`config.mk`:
```
export PLATFORM = sky130hd
export DESIGN_NAME = dffn_init_seq
export DESIGN_NICKNAME = d
export VERILOG_FILES = /design/src/rtl/dffn_init_seq.sv
export SDC_FILE = /design/constraint.sdc
export NUM_CORES = 1
export LEC_CHECK = 0
export CAP_MARGIN = 15
export CORE_AREA = 2 2 39 41
export CTS_BUF_LIST = sky130_fd_sc_hd__clkbuf_4
export DETAILED_ROUTE_END_ITERATION = 7
export DIE_AREA = 0 0 41 43
export PLACE_DENSITY = 0.71
export SLEW_MARGIN = 40
export SYNTH_ARGS = -nofsm -noshare
export SYNTH_HDL_FRONTEND = slang
export SYNTH_SLANG_ARGS = --single-unit
```
`constraint.sdc`:
```
create_clock -name CLK -period 2.3 [get_ports CLK]
set_input_delay 0.46 -clock CLK [delete_from_list [all_inputs] [get_ports CLK]]
set_output_delay 0.46 -clock CLK [all_outputs]
set_load 0.01 [all_outputs]
```
`src/rtl/dffn_init_seq.sv`:
```
// Release sequencer for a bank of negative-edge flops with active-low async reset/set.
// Asserts RSTB_O/SETB_O asynchronously, releases on a synchronised CLK rise, then raises READY after a settle gap.
//
// state      | meaning
// -----------+----------------------------------------------------------
// ST_ASSERT  | selected line held low; counting edges once sync is low
// ST_RELEASE | both lines high; counting the settle gap before READY
// ST_RUN     | bank released and settled; soft requests accepted here
module dffn_init_seq #(
    parameter int SYNC_STAGES = 2,
    parameter int MIN_ASSERT  = 4,
    parameter int GAP         = 2,
    parameter bit RST_VAL     = 1'b0
) (
    input  logic CLK,
    input  logic RST,
    input  logic SRST_REQ,
    input  logic INIT_VAL,
    output logic RSTB_O,
    output logic SETB_O,
    output logic READY,
    output logic SRST_ACK
);

    localparam int CNT_MAX = (MIN_ASSERT > GAP) ? MIN_ASSERT : GAP;
    localparam int CNT_W   = $clog2(CNT_MAX + 1);

    if (SYNC_STAGES < 2) begin : g_chk_sync
        $error("SYNC_STAGES must be at least 2");
    end
    if (MIN_ASSERT < 1 || GAP < 1) begin : g_chk_cnt
        $error("MIN_ASSERT and GAP must be at least 1");
    end

    typedef enum logic [1:0] {
        ST_ASSERT,
        ST_RELEASE,
        ST_RUN
    } state_t;

    state_t                 state_q, state_d;
    logic [CNT_W-1:0]       cnt_q, cnt_d;
    // Bit 0 captures RST removal; the remaining SYNC_STAGES bits resynchronise it.
    logic [SYNC_STAGES:0]   sync_q, sync_d;
    logic                   rstb_q, rstb_d;
    logic                   setb_q, setb_d;
    logic                   ready_q, ready_d;
    logic                   ack_q, ack_d;
    logic                   soft_q, soft_d;
    logic                   sync_low;

    assign sync_low = ~sync_q[SYNC_STAGES];

    always_comb begin
        state_d = state_q;
        cnt_d   = cnt_q;
        sync_d  = {sync_q[SYNC_STAGES-1:0], 1'b0};
        rstb_d  = rstb_q;
        setb_d  = setb_q;
        ready_d = ready_q;
        ack_d   = 1'b0;
        soft_d  = soft_q;
        case (state_q)
            ST_ASSERT: begin
                if (sync_low) begin
                    if (cnt_q == CNT_W'(MIN_ASSERT - 1)) begin
                        rstb_d  = 1'b1;
                        setb_d  = 1'b1;
                        cnt_d   = '0;
                        state_d = ST_RELEASE;
                    end else begin
                        cnt_d = cnt_q + CNT_W'(1);
                    end
                end
            end
            ST_RELEASE: begin
                if (cnt_q == CNT_W'(GAP - 1)) begin
                    ready_d = 1'b1;
                    ack_d   = soft_q;
                    cnt_d   = '0;
                    state_d = ST_RUN;
                end else begin
                    cnt_d = cnt_q + CNT_W'(1);
                end
            end
            ST_RUN: begin
                // Only one line is ever driven low, chosen by INIT_VAL.
                if (SRST_REQ) begin
                    rstb_d  = INIT_VAL;
                    setb_d  = ~INIT_VAL;
                    ready_d = 1'b0;
                    cnt_d   = '0;
                    soft_d  = 1'b1;
                    state_d = ST_ASSERT;
                end
            end
            default: begin
                state_d = ST_ASSERT;
                cnt_d   = '0;
            end
        endcase
    end

    always_ff @(posedge CLK or posedge RST) begin
        if (RST) begin
            state_q <= ST_ASSERT;
            cnt_q   <= '0;
            sync_q  <= '1;
            rstb_q  <= RST_VAL;
            setb_q  <= ~RST_VAL;
            ready_q <= 1'b0;
            ack_q   <= 1'b0;
            soft_q  <= 1'b0;
        end else begin
            state_q <= state_d;
            cnt_q   <= cnt_d;
            sync_q  <= sync_d;
            rstb_q  <= rstb_d;
            setb_q  <= setb_d;
            ready_q <= ready_d;
            ack_q   <= ack_d;
            soft_q  <= soft_d;
        end
    end

    assign RSTB_O   = rstb_q;
    assign SETB_O   = setb_q;
    assign READY    = ready_q;
    assign SRST_ACK = ack_q;

endmodule
```
==> metrics.txt, run 1 <==
Clock Path Buffers 2; max incr delay on CP about 550 ps; setup bufs post-CTS 0; Critical path buffers and inverters 1; I/O pins 8; reg-to-reg slack, setup approximately 790 ps; fmax 548 MHz; fin crit share 0.793; crit path cell chain clkdlybuf4s50_1; hold endpoint sync_q[1]$_DFF_PP1_; pre-CTS setup slack ~770 ps; post-route non-filler standard cell count 85; CTS tree yes; Starting Density 0.466; post-synthesis cell area roughly 640 sq um; die width 41 um; CTS Hold Buffers Added 0; Post-synth EDFFs 0; core area 0.00138 sq mm; Seq cells post-synth 13; hold path start sync_q[0]$_DFF_PP1_; peak supply drop around 0.48 mV; Port Buffers 7; Max Slew Vio Count 0; layout cells sized above 1 0.174; Tmin final ~1800 ps; Remaining Overflow, GRT 0; sequential area share after synthesis 0.513; worst hold path type reg2reg; post-route ant nets 0; Die Y 43 um; r2r endpoint RSTB_O$_DFFE_PP0P_; final hold vios 0; Syn-to-layout area delta 15.7%; outcome finished clean; fraction of registers with async set/reset 1.00; First-pass DRT Iterations 4; Clock Skews 4.11 ps; RePlAce Congestion about 0.83; mean post-synth cell area 10.7 sq um; critical path's top delay family flip-flops; R2R depth 4; most frequent cells in the layout dfrtp_1 (9), clkdlybuf4s50_1 (7), inv_1 (6), nor2_1 (6); leading register cell type out of synthesis dfrtp_1; unique cell type count in the Yosys netlist 26; post-synth net total just under 70; DR iter-0 viols 8; Pwr Density between 1000 and 1500 mW/mm^2; synthesized instance count 60; startpoint class of the critical path flop; Ys Warns 0; Total Nets Final just under 80; WS Path Type reg2out; top fanout value on the critical path 2; Data required, critical path approximately 1800 ps; post-cts resize count 0; commonest non-fill, non-tap cell in the layout dfrtp_1; total die area 0.00176 sq mm; Clk Latency, worst-skew pair just under 300 ps; drt wl/cell 12.8 um; Power Total roughly 810 uW; WL final 1.09 mm; first-pass GRT wire length 1.91 mm; Num CTS Buffers 3; vias 440; Pleak ~0.00033 uW; Worst Path Arrival roughly 1400 ps; final worst slack 477 ps; placed cells 81; Diodes inserted 0; Setup TNS 0 ps; Crit. End Element output pin; Worst Hold Path Cells 0; initial antenna violation count 0; gr usage total 0.166; H-tree depth 1; HPWL Detailed ~820 um; clk slew on worst S/H paths around 90 ps; slowest library cell on the worst path dfstp_2; worst r2r src cnt_q[0]$_DFFE_PP0P_; Row Count 14; # DRC 0; largest net degree at the start of global routing 16; Num Clock Sinks 13; routed vias/inst around 5.2; Root Driver clkbuf_4; final setup fails 0; vias in the first global route ~440; RSZ-0062 raised after global routing no; max_cap viols 0
==> synthesized netlist by cell type (all sizes together) (2+ instances only) <==
master / instances / area, sq um
o21ai: 4 / 20.0
o2bb2ai: 2 / 17.5
ha: 4 / 50.1
dfstp: 4 / 105
dfrtp: 9 / 225
a21oi: 4 / 23.8
nor2: 6 / 22.5
buf: 2 / 16.3
or4b: 2 / 20.0
nand2: 4 / 15.0
inv: 6 / 22.5
==> sequential cells by signal (all words and copies together) (netlist names) <==
| register | cells |
|---|---|
| READY | 1 |
| sync_q | 3 |
| SETB_O | 1 |
| RSTB_O | 1 |
| soft_q | 1 |
| state_q | 2 |
| cnt_q | 3 |
| SRST_ACK | 1 |
==> worst max-delay path by stage <==
| stage | endpoint | from | cells after the start |
|---|---|---|---|
| floorplan | RSTB_O$_DFFE_PP0P_ | cnt_q[0]$_DFFE_PP0P_ | 4 |
| global placement | RSTB_O$_DFFE_PP0P_ | SRST_REQ | 3 |
| detailed placement | RSTB_O$_DFFE_PP0P_ | SRST_REQ | 3 |
| CTS | SETB_O | SETB_O$_DFFE_PP1P_ | 1 |
| global route | SETB_O | SETB_O$_DFFE_PP1P_ | 1 |
| finish | SETB_O | SETB_O$_DFFE_PP1P_ | 1 |
==> kinds of logic after synthesis <==
logic type	after synthesis	synth area share
AND/OR/NAND/NOR	19	0.167
AO/OA/AOI/OAI	14	0.161
flip-flops	13	0.513
buffers and inverters	8	0.0602
adder cells (fa/ha/maj)	4	0.0777
multiplexers	1	0.0155
other	1	0.00582
==> per-stage QoR <==
step | utilization | instance area [sq um] | hold WS (ps)
after global routing | 0.539 | 746 | 367
after global placement | 0.519 | 718 | 351
final | 0.539 | 746 | 362
after detailed placement | 0.519 | 718 | 347
after floorplan | - | 644 | 334
after CTS | 0.539 | 746 | 364
==> layer usage <==
layer,GRT usage,vias up,part of all wire
li1,-,225,-
met1,0.214,207,0.49
met2,0.225,6,0.45
met3,0.0628,2,0.035
met4,0.100,0,0.016
met5,0,-,0
==> final cells by class <==
class | instances | area (sq um)
Inverter | 6 | 22.5
Fill cell | 115 | 638
Timing Repair Buffer | 7 | 70.1
Clock buffer | 3 | 22.5
Clock inverter | 1 | 5.00
Sequential cell | 13 | 330
Tap cell | 16 | 20.0
Multi-Input combinational cell | 39 | 275
==> power by group <==
group	total (uW)	internal (uW)	leakage, uW	switching (uW)
sequential	374	292	0.000149	82.2
clock	147	64.7	0.0000177	82.6
combinational	289	159	0.000167	130
total	810	515	0.000334	295
Power figures use the tool's default switching activity.
==> run 2: changes to the inputs <==
Settings changed: PLACE_DENSITY 0.71 to 0.74.
Clock period 2.3 ns to 1.6 ns, I/O delays scaled along.
==> metrics.txt, run 2 (synthesis gave the netlist of run 1 again) <==
outcome finished clean; vias 465; Tmin final 1520 ps; sw frac 0.359; final hold vios 0; H-tree depth 1; HPWL Detailed a little over 800 um; WS Path Type reg2reg; fmax 658 MHz; routed vias/inst ~5.3; RSZ-0062 raised after global routing no; Worst Path Arrival between 1500 and 2000 ps; first-pass GRT wire length between 1.5 and 2 mm; top fanout value on the critical path 5; Max Slew Vio Count 0; Largest regs cnt_q: 3 flops, sync_q: 3 flops, state_q: 2 flops; max_cap viols 0; total die area around 0.0018 sq mm; Diodes inserted 0; CTS tree yes; First-pass DRT Iterations 4; Total Nets Final 80; Setup TNS 0 ps; I/O pins 8; Port Buffers 7; R2R depth 4; layout cells sized above 1 0.225; die width around 41 um; Row Count 14; clk slew on worst S/H paths around 80 ps; Pleak 0.000342 uW; Clk pwr share 0.170; combinational fraction of design power 0.416; WL final between 1 and 1.5 mm; Sw Pwr ~420 uW; most frequent cells in the layout dfrtp_1 (9), inv_1 (6), nor2_1 (6), clkdlybuf4s50_1 (6); Pwr Density 1540 mW/mm^2; Remaining Overflow, GRT 0; core area 0.00138 sq mm; commonest non-fill, non-tap cell in the layout dfrtp_1; Reg power frac 0.414; Die Y approximately 43 um; Starting Density 0.466; Num Clock Sinks 13; placed cell area roughly 730 sq um; Root Driver clkbuf_4; initial antenna violation count 0; # DRC 0; hold_ws between 300 and 400 ps; Data required, critical path 1820 ps; largest net degree at the start of global routing 15; peak supply drop a little over 0.7 mV; Clk Latency, worst-skew pair ~270 ps; drt wl/cell 12.7 um; post-route ant nets 0; Num CTS Buffers 3; gr usage total 0.154; Crit. End Element flop; DR iter-0 viols 4; setup bufs post-CTS 0; Clock Path Buffers 2; Clock Skews approximately 5.6 ps; startpoint class of the critical path flop; worst hold path type in2async; CTS Hold Buffers Added 0; Final Cell Area 768 sq um; vias in the first global route 452; RePlAce Congestion around 0.82; cell-internal power ~760 uW; Syn-to-layout area delta 19.2%; fin crit share 0.950; final setup fails 0
-- run 2: cell types whose count changed in the layout (fill, tap and decap cells not counted) --
| cell | delta |
|---|---|
| nor4b_1 | -1 |
| ha_2 | +1 |
| dlygate4sd2_1 | +1 |
| ha_1 | -1 |
| nor4b_2 | +1 |
| buf_4 | +2 |
| clkdlybuf4s50_1 | -1 |
-- run 2: what timing repair did --
action                     4_1_cts  5_1_grt
gates resized for setup          1        2
pin swaps                        0        0
setup endpoints to repair        1        2
-- run 2: critical path: stages, from the launching register on --
cell     delay (ps)
dfrtp_1         430
ha_2            230
or4b_1          450
a21oi_2         190
o32a_2          170
-- run 2: final cells by class --
class	count	area (sq um)
inverter	6	22.5
fill	125	616
multi-input combinational	39	284
clock buffer	3	22.5
clock inverter	1	5.00
timing repair buffer	9	83.8
sequential	13	330
tap	16	20.0
-- run 2: power groups by stage --
stage | sequential, uW | clock (uW) | combinational, uW
3_5_place_dp | 497 | 0 | 485
6_report | 490 | 202 | 493
2_1_floorplan | 502 | 0 | 332
3_3_place_gp | 494 | 0 | 476
4_1_cts | 491 | 210 | 483
5_1_grt | 502 | 225 | 563
-- run 2: stage by stage --
step,util,cells,total power [uW],setup WS (ps)
detailed placement,0.530,83,982,104
floorplan,-,60,834,225
CTS,0.549,87,1180,73.8
finish,0.555,87,1180,80.6
global route,0.555,87,1290,14.0
global placement,0.530,83,970,112
-- run 2: final timing paths --
kind                                 startpoint                    to  slack (ps)
setup / recovery           cnt_q[0]$_DFFE_PP0P_    RSTB_O$_DFFE_PP0P_          80
hold / removal                              RST  cnt_q[1]$_DFFE_PP0P_         350
setup reg to reg           cnt_q[0]$_DFFE_PP0P_    RSTB_O$_DFFE_PP0P_          80
hold reg to reg             sync_q[0]$_DFF_PP1_   sync_q[1]$_DFF_PP1_         360
max in group asynchronous                   RST    SETB_O$_DFFE_PP1P_         910
min in group CLK            sync_q[0]$_DFF_PP1_   sync_q[1]$_DFF_PP1_         360
-- run 2: metal layers --
layer | GRT usage | vias to the layer above | routed length (um)
li1 | - | 230 | -
met3 | 0.0628 | 2 | 28
met4 | 0.0200 | 0 | 7
met1 | 0.215 | 226 | 527
met5 | 0 | - | 0
met2 | 0.225 | 7 | 545
